===== config.mk =====
export PLATFORM = sky130hd
export DESIGN_NAME = ebpc_dispatch_gen2
export DESIGN_NICKNAME = d
export VERILOG_FILES = /design/src/rtl/ebpc_dispatch_gen2.sv
export SDC_FILE = /design/constraint.sdc
export NUM_CORES = 1
export LEC_CHECK = 0
export CORE_MARGIN = 4
export CORE_UTILIZATION = 29
export CTS_CLUSTER_DIAMETER = 60
export DETAILED_ROUTE_END_ITERATION = 10
export SLEW_MARGIN = 20
export SYNTH_ARGS = -nofsm -noshare
export SYNTH_HDL_FRONTEND = slang
export SYNTH_SLANG_ARGS = --single-unit
export TNS_END_PERCENT = 30

===== constraint.sdc =====
create_clock -name clk_i -period 3.2 [get_ports clk_i]
set_clock_uncertainty 0.2 [all_clocks]
set_input_delay 0.64 -clock clk_i [delete_from_list [all_inputs] [get_ports clk_i]]
set_output_delay 0.64 -clock clk_i [all_outputs]
set_load 0.03 [all_outputs]

===== src/rtl/ebpc_dispatch_gen2.sv =====
// EBPC front-end dispatcher: splits the activation stream into ZNZ flags and non-zero BPC words,
// zero-pads the final BPC block of each compressed stream, and offers a raw bypass path.
module ebpc_dispatch_gen2 #(
  parameter int unsigned DATA_W     = 8,
  parameter int unsigned BLOCK_SIZE = 8,
  parameter int unsigned CNT_W      = 16
) (
  input  logic              clk_i,
  input  logic              rst_ni,
  input  logic              mode_i,
  input  logic [DATA_W-1:0] data_i,
  input  logic              last_i,
  input  logic              vld_i,
  output logic              rdy_o,
  output logic              idle_o,
  output logic [DATA_W-1:0] bpc_data_o,
  output logic              bpc_flush_o,
  output logic              bpc_vld_o,
  input  logic              bpc_rdy_i,
  input  logic              bpc_idle_i,
  output logic              znz_is_one_o,
  output logic              znz_flush_o,
  output logic              znz_vld_o,
  input  logic              znz_rdy_i,
  input  logic              znz_idle_i,
  output logic [DATA_W-1:0] byp_data_o,
  output logic              byp_last_o,
  output logic              byp_vld_o,
  input  logic              byp_rdy_i,
  output logic [CNT_W-1:0]  nz_cnt_o,
  output logic [CNT_W-1:0]  word_cnt_o
);

  localparam int unsigned BlkW = $clog2(BLOCK_SIZE);

  typedef enum logic [1:0] {StIdle, StRun, StPad} state_e;

  state_e              state_q, state_d;
  logic [DATA_W-1:0]   data_q, data_d;
  logic                last_q, last_d;
  logic                mode_q, mode_d;
  logic                pend_bpc_q, pend_bpc_d;
  logic                pend_znz_q, pend_znz_d;
  logic                pend_byp_q, pend_byp_d;
  logic [BlkW-1:0]     blk_cnt_q, blk_cnt_d;
  logic [CNT_W-1:0]    word_cnt_q, word_cnt_d;
  logic [CNT_W-1:0]    nz_cnt_q, nz_cnt_d;

  logic bpc_hs, znz_hs, byp_hs;
  logic any_pend, all_done, acc, eff_mode, data_nz, stream_end, in_pad;

  assign in_pad = (state_q == StPad);

  assign bpc_vld_o    = pend_bpc_q | in_pad;
  assign bpc_data_o   = in_pad ? '0 : data_q;
  assign bpc_flush_o  = in_pad | last_q;
  assign znz_vld_o    = pend_znz_q;
  assign znz_is_one_o = |data_q;
  assign znz_flush_o  = last_q;
  assign byp_vld_o    = pend_byp_q;
  assign byp_data_o   = data_q;
  assign byp_last_o   = last_q;
  assign nz_cnt_o     = nz_cnt_q;
  assign word_cnt_o   = word_cnt_q;

  assign bpc_hs   = bpc_vld_o & bpc_rdy_i;
  assign znz_hs   = znz_vld_o & znz_rdy_i;
  assign byp_hs   = byp_vld_o & byp_rdy_i;
  assign any_pend = pend_bpc_q | pend_znz_q | pend_byp_q;
  assign all_done = (~pend_bpc_q | bpc_hs) & (~pend_znz_q | znz_hs) & (~pend_byp_q | byp_hs);

  // A last word blocks intake in the cycle it drains, leaving one bubble between streams.
  assign rdy_o      = ~in_pad & (~any_pend | (all_done & ~last_q));
  assign acc        = vld_i & rdy_o;
  assign eff_mode   = (state_q == StIdle) ? mode_i : mode_q;
  assign data_nz    = |data_i;
  assign stream_end = any_pend & all_done & last_q;

  assign idle_o = (state_q == StIdle) & ~any_pend & bpc_idle_i & znz_idle_i;

  always_comb begin
    state_d    = state_q;
    data_d     = data_q;
    last_d     = last_q;
    mode_d     = mode_q;
    pend_bpc_d = pend_bpc_q & ~bpc_hs;
    pend_znz_d = pend_znz_q & ~znz_hs;
    pend_byp_d = pend_byp_q & ~byp_hs;
    blk_cnt_d  = blk_cnt_q + BlkW'(bpc_hs);
    word_cnt_d = word_cnt_q;
    nz_cnt_d   = nz_cnt_q;

    if (acc) begin
      data_d     = data_i;
      last_d     = last_i;
      pend_znz_d = ~eff_mode;
      pend_bpc_d = ~eff_mode & data_nz;
      pend_byp_d = eff_mode;
      if (state_q == StIdle) begin
        mode_d     = mode_i;
        word_cnt_d = CNT_W'(1);
        nz_cnt_d   = CNT_W'(data_nz);
      end else begin
        if (word_cnt_q != '1) word_cnt_d = word_cnt_q + CNT_W'(1);
        if (data_nz && nz_cnt_q != '1) nz_cnt_d = nz_cnt_q + CNT_W'(1);
      end
    end

    unique case (state_q)
      StIdle: if (acc) state_d = StRun;
      StRun: begin
        if (stream_end) begin
          state_d = (!mode_q && blk_cnt_d != '0) ? StPad : StIdle;
        end
      end
      StPad: if (bpc_hs && blk_cnt_q == BlkW'(BLOCK_SIZE - 1)) state_d = StIdle;
      default: state_d = StIdle;
    endcase
  end

  always_ff @(posedge clk_i or negedge rst_ni) begin
    if (!rst_ni) begin
      state_q    <= StIdle;
      data_q     <= '0;
      last_q     <= 1'b0;
      mode_q     <= 1'b0;
      pend_bpc_q <= 1'b0;
      pend_znz_q <= 1'b0;
      pend_byp_q <= 1'b0;
      blk_cnt_q  <= '0;
      word_cnt_q <= '0;
      nz_cnt_q   <= '0;
    end else begin
      state_q    <= state_d;
      data_q     <= data_d;
      last_q     <= last_d;
      mode_q     <= mode_d;
      pend_bpc_q <= pend_bpc_d;
      pend_znz_q <= pend_znz_d;
      pend_byp_q <= pend_byp_d;
      blk_cnt_q  <= blk_cnt_d;
      word_cnt_q <= word_cnt_d;
      nz_cnt_q   <= nz_cnt_d;
    end
  end

endmodule


==> results of run 1 <==
==> routing by layer <==
metal | up-vias | global-route usage [%] | routed length [um]
met4 | 0 | 3.11 | 59
met3 | 5 | 4.80 | 593
met2 | 84 | 21.3 | 3460
li1 | 1272 | - | -
met1 | 1262 | 19.0 | 3680
met5 | - | 0 | 0
==> layout make-up <==
| class | instances | area, sq um |
|---|---|---|
| Clock buffer | 6 | 82.6 |
| Clock inverter | 2 | 12.5 |
| Fill cell | 942 | 5540 |
| Inverter | 7 | 26.3 |
| Multi-Input combinational cell | 236 | 1450 |
| Sequential cell | 50 | 1250 |
| Tap cell | 129 | 161 |
| Timing Repair Buffer | 82 | 808 |
==> power by group through the flow <==
| stage | registers, mW | logic (mW) | clock network, mW |
|---|---|---|---|
| final | 0.967 | 1.56 | 0.399 |
| after global routing | 0.995 | 1.68 | 0.435 |
| after CTS | 0.969 | 1.58 | 0.410 |
| after detailed placement | 0.972 | 1.57 | 0 |
| after global placement | 0.978 | 1.56 | 0 |
| after floorplan | 1.15 | 0.755 | 0 |
==> placed cells by master, fill, tap and decap left out, types with 3 or more instances in the layout <==
cell type                         count
sky130_fd_sc_hd__and2_1              10
sky130_fd_sc_hd__o41ai_1              5
sky130_fd_sc_hd__inv_1                7
sky130_fd_sc_hd__nor3_1               3
sky130_fd_sc_hd__and3_1               6
sky130_fd_sc_hd__nor4_1              13
sky130_fd_sc_hd__mux2i_1              4
sky130_fd_sc_hd__nand3_1             10
sky130_fd_sc_hd__dfrtp_1             50
sky130_fd_sc_hd__and4_4               3
sky130_fd_sc_hd__or4_1                6
sky130_fd_sc_hd__nand2b_1             6
sky130_fd_sc_hd__buf_4                7
sky130_fd_sc_hd__o31a_1               3
sky130_fd_sc_hd__ha_1                 4
sky130_fd_sc_hd__o21ai_0             16
sky130_fd_sc_hd__and4_1               4
sky130_fd_sc_hd__clkbuf_8             6
sky130_fd_sc_hd__or2_2                3
sky130_fd_sc_hd__clkdlybuf4s50_1     73
sky130_fd_sc_hd__nand2_1             52
sky130_fd_sc_hd__nor2_1              19
sky130_fd_sc_hd__xnor2_1              6
sky130_fd_sc_hd__or3_1                7
sky130_fd_sc_hd__a21oi_1             12
sky130_fd_sc_hd__nand4_1             12
==> cells by family (layout without fill, tap and decap cells) <==
| logic type | count (synthesis) | in the layout | synth area share, % |
|---|---|---|---|
| AOI/OAI and AO/OA | 55 | 55 | 13.6 |
| adders and majority gates | 4 | 4 | 1.78 |
| and+or+nand+nor | 164 | 164 | 31.7 |
| muxes | 6 | 6 | 2.23 |
| buffers and inverters | 24 | 97 | 3.92 |
| DFF | 50 | 50 | 44.5 |
| xor gates and xnor gates | 7 | 7 | 2.18 |
==> stage by stage <==
step	power, mW	hold slack (ns)	util (%)	worst slack, ns
2_1_floorplan	1.91	0.144	-	0.645
4_1_cts	2.96	0.115	40.6	0.0986
6_report	2.93	0.111	40.6	0.122
5_1_grt	3.11	0.134	40.6	0.0404
3_5_place_dp	2.54	0.277	39.6	0.0713
3_3_place_gp	2.53	0.293	39.6	0.125
==> sequential cells by signal, summed over array words and instances, names as in the netlist <==
name,count
nz_cnt_o,16
word_cnt_o,16
byp_data_o,8
blk_cnt_q,3
state_q,2
byp_last_o,1
byp_vld_o,1
mode_q,1
pend_bpc_q,1
znz_vld_o,1
==> how the worst max path moves through the flow <==
stage,slack [ns],cells past startpoint,to
2_1_floorplan,0.65,11,state_q[1]
6_report,0.12,5,rdy_o
5_1_grt,0.04,5,rdy_o
3_5_place_dp,0.07,7,word_cnt_o[10]
3_3_place_gp,0.12,5,rdy_o
4_1_cts,0.1,5,rdy_o
==> cell usage after synthesis (2+ instances only) <==
| cell | instances |
|---|---|
| sky130_fd_sc_hd__o41ai_1 | 5 |
| sky130_fd_sc_hd__nand2_1 | 52 |
| sky130_fd_sc_hd__buf_1 | 2 |
| sky130_fd_sc_hd__xnor2_1 | 6 |
| sky130_fd_sc_hd__or4b_1 | 2 |
| sky130_fd_sc_hd__o31a_1 | 3 |
| sky130_fd_sc_hd__inv_1 | 7 |
| sky130_fd_sc_hd__clkbuf_1 | 6 |
| sky130_fd_sc_hd__mux2_2 | 2 |
| sky130_fd_sc_hd__a21oi_1 | 12 |
| sky130_fd_sc_hd__o21ai_0 | 16 |
| sky130_fd_sc_hd__o21bai_1 | 2 |
| sky130_fd_sc_hd__and3_1 | 6 |
| sky130_fd_sc_hd__and4_4 | 3 |
| sky130_fd_sc_hd__o31ai_1 | 2 |
| sky130_fd_sc_hd__or2_2 | 3 |
| sky130_fd_sc_hd__nand4_1 | 12 |
| sky130_fd_sc_hd__a21o_1 | 2 |
| sky130_fd_sc_hd__o211ai_1 | 2 |
| sky130_fd_sc_hd__or4_1 | 6 |
| sky130_fd_sc_hd__buf_2 | 7 |
| sky130_fd_sc_hd__a22o_1 | 2 |
| sky130_fd_sc_hd__nor3_1 | 3 |
| sky130_fd_sc_hd__dfrtp_1 | 50 |
| sky130_fd_sc_hd__and4_1 | 4 |
| sky130_fd_sc_hd__ha_1 | 4 |
| sky130_fd_sc_hd__nor2_1 | 19 |
| sky130_fd_sc_hd__nor4b_1 | 2 |
| sky130_fd_sc_hd__nand3_1 | 10 |
| sky130_fd_sc_hd__and2_1 | 10 |
| sky130_fd_sc_hd__mux2i_1 | 4 |
| sky130_fd_sc_hd__nor4_1 | 13 |
| sky130_fd_sc_hd__nand2b_1 | 6 |
| sky130_fd_sc_hd__or3_1 | 7 |
==> results.rst, run 1 <==
.. list-table::
   :header-rows: 1

   * - Metric
     - Value
   * - Die width
     - between 100 and 150 um
   * - Capture point of the worst reg-to-reg path
     - nz_cnt_o[15]
   * - Critical Path, Cell by Cell
     - clkdlybuf4s50_1 -> nand2b_1 -> a41oi_4 -> nor2_1 -> clkdlybuf4s50_1
   * - Crit path kind
     - primary input to output pin
   * - Setup repair after global routing missed its margin
     - no
   * - Endpoint arrival time on the critical path
     - between 2 and 2.5 ns
   * - Kind of cell adding the most delay to the critical path
     - buffers and inverters
   * - Startpoint of the worst-slack reg-to-reg timing path
     - nz_cnt_o[0]
   * - Post-synthesis net count
     - roughly 330
   * - Buffer cell driving the clock tree root
     - sky130_fd_sc_hd__clkbuf_8
   * - Seq cells post-synth
     - 50
   * - Internal power component
     - between 1.5 and 2 mW
   * - Deepest level of the CTS H-tree
     - 2
   * - Fraction of power spent switching nets
     - between 40 and 50%
   * - Combinational fraction of design power
     - about 53%
   * - Total Routing Usage GR
     - 13.9%
   * - Setup TNS
     - 0 ns
   * - Max-slew violation total from the final report
     - 0
   * - Area of the die
     - roughly 0.011 sq mm
   * - Synthesized cell area
     - between 0.002 and 0.003 sq mm
   * - Switching power of the nets
     - around 1.3 mW
   * - Worst setup startpoint
     - bpc_rdy_i
   * - Worst reg2reg setup slack
     - 0.68 ns
   * - Dominant synthesized flop cell
     - sky130_fd_sc_hd__dfrtp_1
   * - Number of antenna violations at the first check in global routing
     - 0
   * - Total routed wirelength
     - ~8000 um
   * - Initial DRC Count
     - between 100 and 150
   * - Area delta synth->final
     - 34.9%
   * - Post-cts resize count
     - 0
   * - Detailed-route wire length per cell
     - 15.2 um
   * - Leakage
     - ~1.5 nW
   * - Vias
     - between 2000 and 3000
   * - Cell depth of the worst flop-to-flop path
     - 6
   * - Worst rel slew slack
     - between 60 and 70%
   * - Finish-stage setup viols
     - 0
   * - Count of flip-flops with a built-in enable after synthesis
     - 0
   * - Buffer and inverter count on the worst path
     - 2
   * - Clock tree from TritonCTS
     - yes
   * - Initial core utilization
     - between 30% and 40%
   * - Cell Count, Final, Fillers Out
     - slightly above 500
   * - Total number of nets in the final design
     - roughly 400
   * - Peak Freq
     - around 0.32 GHz
   * - Worst Setup End Kind
     - output pin
   * - Clock transition at the registers of the reported paths
     - 0.09 ns
   * - Clock sink total
     - 50
   * - DRC violation count after routing
     - 0
   * - Most frequent CP cell
     - sky130_fd_sc_hd__clkdlybuf4s50_1
   * - Worst path slowest cell
     - sky130_fd_sc_hd__clkdlybuf4s50_1
   * - I/O Pins
     - 75
   * - Period utilization
     - between 90% and 100%
   * - Nature of the critical path startpoint
     - primary input
   * - Count of hold buffers inserted by post-cts repair
     - 0
   * - Outcome
     - completed
   * - Std-Cell Rows
     - 35
   * - IR Drop Worst-Case VDD
     - 468 uV
   * - Number of port buffers
     - 74
   * - Sequential fraction of design power
     - between 30% and 40%
   * - Post-place instance area
     - 0.00369 sq mm
   * - Count of antenna-violating nets left after detailed routing
     - 0
   * - Core area
     - approximately 0.0093 sq mm
   * - Hpwl dp
     - around 5700 um
   * - Power Density
     - between 700 and 800 mW/mm^2
   * - Pin count of the biggest net entering global routing
     - between 50 and 60
   * - Async set or reset register ratio after synthesis
     - 100%
   * - Number of standard cells after synthesis
     - 310
   * - Setup repair bufs after CTS
     - 0
   * - Global-route wire length before repair
     - around 13000 um
   * - Critical Path Max Stage Delay
     - 0.68 ns
   * - Clock group share of total power
     - 13.6%
   * - Fin area
     - approximately 0.0038 sq mm
   * - Share of the yosys chip area belonging to registers
     - roughly 45%
   * - Post-synth top area share
     - roughly 45%
   * - Post-layout min period
     - just over 3 ns
   * - Average size of a mapped cell
     - just over 9 sq um
   * - Vias per Instance
     - 5.12
   * - Max Cap Viol
     - 0
   * - Number of hold-slack violations in the final timing report
     - 0
   * - TritonCTS buffer count
     - 5
   * - Type of the worst min-delay path
     - primary input to async pin
   * - Warnings, synthesis
     - 0
   * - Die outline height
     - 106 um
   * - Yosys cell types
     - 52
   * - Grt total ovfl
     - 0
   * - Layout cell share with drive strength beyond 1
     - roughly 8.1%
   * - Vias in the first global route
     - ~2600
   * - First-pass DRT Iterations
     - 4
   * - Tightest Pin Transition
     - 0.530 ns
   * - DP Cell Count
     - just over 500
   * - Required time at the worst-slack endpoint
     - 2.36 ns
   * - Final weighted congestion in routability-driven placement
     - just under 0.8
   * - Maximum root-to-sink buffer count
     - 2
   * - Ant. Diodes
     - 0
   * - Most area-consuming cells after synthesis
     - sky130_fd_sc_hd__dfrtp_1, sky130_fd_sc_hd__nand2_1, sky130_fd_sc_hd__nor4_1
   * - Worst skew pair latency
     - roughly 0.31 ns
   * - Highest net fanout along the worst path
     - 3
   * - Cell type with the largest total area after synthesis
     - sky130_fd_sc_hd__dfrtp_1
No activity file was read; power rests on OpenSTA's default activity.
==> run 2, diff against run 1 <==
--- a/config.mk
+++ b/config.mk
@@ -5,7 +5,7 @@
 export SDC_FILE = /design/constraint.sdc
 export NUM_CORES = 1
 export LEC_CHECK = 0
-export CORE_MARGIN = 4
+export CORE_MARGIN = 2
 export CORE_UTILIZATION = 29
 export CTS_CLUSTER_DIAMETER = 60
 export DETAILED_ROUTE_END_ITERATION = 10
==> run 2 against run 1 <==
First-iteration DRC count increased by 38%. Die area decreased by 7.4%. Routed wire length decreased by 1.5%. Cell area increased by 0.53%. Setup slack got worse by 0.022 ns. Register-to-register slack improved by 0.03 ns.
==> results.rst, run 2 (synthesis gave the netlist of run 1 again) <==
.. list-table::
   :header-rows: 1

   * - Metric
     - Value
   * - Setup TNS
     - 0 ns
   * - Total Routing Usage GR
     - around 16%
   * - Worst Setup End Kind
     - output pin
   * - Post-layout min period
     - ~3.1 ns
   * - Finish-stage setup viols
     - 0
   * - Worst setup startpoint
     - bpc_rdy_i
   * - DP Cell Count
     - ~500
   * - Area of the die
     - around 0.010 sq mm
   * - Core area
     - 0.00933 sq mm
   * - Nature of the critical path startpoint
     - primary input
   * - Count of antenna-violating nets left after detailed routing
     - 0
   * - Deepest level of the CTS H-tree
     - 2
   * - Worst skew pair latency
     - roughly 0.30 ns
   * - Fin area
     - about 0.0038 sq mm
   * - Total number of nets in the final design
     - between 400 and 500
   * - Switching power of the nets
     - about 1.3 mW
   * - Type of the worst min-delay path
     - primary input to async pin
   * - Number of hold-slack violations in the final timing report
     - 0
   * - Ant. Diodes
     - 0
   * - Setup repair after global routing missed its margin
     - no
   * - Number of antenna violations at the first check in global routing
     - 0
   * - Detailed-route wire length per cell
     - 15.0 um
   * - DRC violation count after routing
     - 0
   * - Met2 Resource Use GR
     - around a quarter
   * - Post-place instance area
     - ~0.0037 sq mm
   * - Most common library cell in the layout ignoring fill and taps
     - sky130_fd_sc_hd__clkdlybuf4s50_1
   * - Power Density
     - between 700 and 800 mW/mm^2
   * - Hpwl dp
     - about 5700 um
   * - Std-Cell Rows
     - 35
   * - Vias per Instance
     - between 5 and 6
   * - Peak Freq
     - ~0.32 GHz
   * - Endpoint arrival time on the critical path
     - around 2.3 ns
   * - Initial DRC Count
     - 150
   * - Maximum root-to-sink buffer count
     - 2
   * - Vias
     - roughly 2600
   * - Max Cap Viol
     - 0
   * - Clock group share of total power
     - about 15%
   * - Grt total ovfl
     - 0
   * - Clock transition at the registers of the reported paths
     - roughly 0.09 ns
   * - Period utilization
     - a little over nine tenths
   * - Layout cell share with drive strength beyond 1
     - under 10%
   * - Max-slew violation total from the final report
     - 0
   * - TritonCTS buffer count
     - 5
   * - Leakage
     - 1.55 nW
   * - Initial core utilization
     - around 30%
   * - Cell Count, Final, Fillers Out
     - 513
   * - Highest net fanout along the worst path
     - 3
   * - Layer with the highest usage
     - met2
   * - Worst rel slew slack
     - 55.9%
   * - Most frequent cells in the layout
     - sky130_fd_sc_hd__clkdlybuf4s50_1, sky130_fd_sc_hd__nand2_1, sky130_fd_sc_hd__dfrtp_1
   * - Buffer cell driving the clock tree root
     - sky130_fd_sc_hd__clkbuf_8
   * - Area delta synth->final
     - 35.6%
   * - Post-cts resize count
     - 0
   * - Number of port buffers
     - 74
   * - IR Drop Worst-Case VDD
     - around 460 uV
   * - Outcome
     - completed
   * - Required time at the worst-slack endpoint
     - about 2.4 ns
   * - Die outline height
     - 102 um
   * - Pin count of the biggest net entering global routing
     - 51
   * - Global-route wire length before repair
     - between 10000 and 15000 um
   * - First-pass DRT Iterations
     - 4
   * - Die width
     - approximately 100 um
   * - Final weighted congestion in routability-driven placement
     - roughly 0.76
   * - Internal power component
     - ~1.7 mW
   * - Sequential fraction of design power
     - approximately a third
   * - Fraction of power spent switching nets
     - 44.0%
   * - Clock sink total
     - 50
   * - Global Route met1 Usage
     - ~22%
   * - Clock tree from TritonCTS
     - yes
   * - Crit path kind
     - primary input to output pin
   * - Worst reg2reg setup slack
     - 0.71 ns
   * - I/O Pins
     - 75
   * - Tightest Pin Transition
     - 0.662 ns
   * - Combinational fraction of design power
     - a little over half
   * - Count of hold buffers inserted by post-cts repair
     - 0
   * - Setup repair bufs after CTS
     - 0
   * - Total routed wirelength
     - approximately 7700 um
   * - Vias in the first global route
     - 2544
   * - Met3 layer usage reported by global route
     - 4.58%
   * - Startpoint of the worst-slack reg-to-reg timing path
     - state_q[1]
==> run 2: cell types whose count changed in the layout (fill, tap and decap cells not counted), sizes merged <==
| cell | previous run | this run |
|---|---|---|
| buf | 9 | 11 |
| bufinv | 0 | 1 |
| clkinv | 1 | 0 |
| clkinvlp | 1 | 0 |
==> run 2: cell type report <==
| type | instances | area (sq um) |
|---|---|---|
| Tap cell | 129 | 161 |
| Sequential cell | 50 | 1250 |
| Clock inverter | 1 | 30.0 |
| Multi-Input combinational cell | 236 | 1450 |
| Fill cell | 929 | 5520 |
| Inverter | 7 | 26.3 |
| Timing Repair Buffer | 84 | 811 |
| Clock buffer | 6 | 82.6 |
==> run 2: final timing paths <==
kind,end,depth (start not counted)
max,rdy_o,5
min,byp_data_o[0],2
max reg2reg,word_cnt_o[10],5
min reg2reg,blk_cnt_q[2],1
max in group asynchronous,nz_cnt_o[8],2
min in group clk_i,blk_cnt_q[2],1
==> run 2: layer usage <==
layer | vias up | wire length, um
met3 | 7 | 545
met2 | 75 | 3470
met4 | 0 | 81
met5 | - | 0
li1 | 1286 | -
met1 | 1231 | 3580
==> run 2: worst max-delay path, stage by stage <==
cell and delay (ns):
sky130_fd_sc_hd__clkdlybuf4s50_1 0.50, sky130_fd_sc_hd__nand2b_1 0.19, sky130_fd_sc_hd__a41oi_4 0.13, sky130_fd_sc_hd__nor2_1 0.12
sky130_fd_sc_hd__clkdlybuf4s50_1 0.68
==> run 2: power by group through the flow <==
stage | Sequential (mW) | Combinational, mW | Clock, mW
after floorplan | 1.15 | 0.755 | 0
after global placement | 0.979 | 1.57 | 0
after detailed placement | 0.973 | 1.58 | 0
after CTS | 0.968 | 1.58 | 0.475
after global routing | 0.996 | 1.70 | 0.506
final | 0.967 | 1.57 | 0.457
==> run 2: stage by stage <==
stage          hold slack (ns)  worst slack [ns]  util (%)  total power [mW]
2_1_floorplan            0.144             0.645         -              1.91
3_3_place_gp             0.289             0.119      39.6              2.54
3_5_place_dp             0.293            0.0773      39.6              2.55
4_1_cts                  0.260            0.0950      40.8              3.03
5_1_grt                  0.291            0.0361      40.8              3.20
6_report                 0.240            0.0999      40.8              2.99
==> run 3, diff against run 2 <==
--- a/config.mk
+++ b/config.mk
@@ -9,6 +9,8 @@
 export CORE_UTILIZATION = 29
 export CTS_CLUSTER_DIAMETER = 60
 export DETAILED_ROUTE_END_ITERATION = 10
+export GPL_ROUTABILITY_DRIVEN = 0
+export HOLD_SLACK_MARGIN = 0.03
 export SLEW_MARGIN = 20
 export SYNTH_ARGS = -nofsm -noshare
 export SYNTH_HDL_FRONTEND = slang
==> results of run 3 <==
The final DEF is identical to that of run 2; final timing and power are the same.
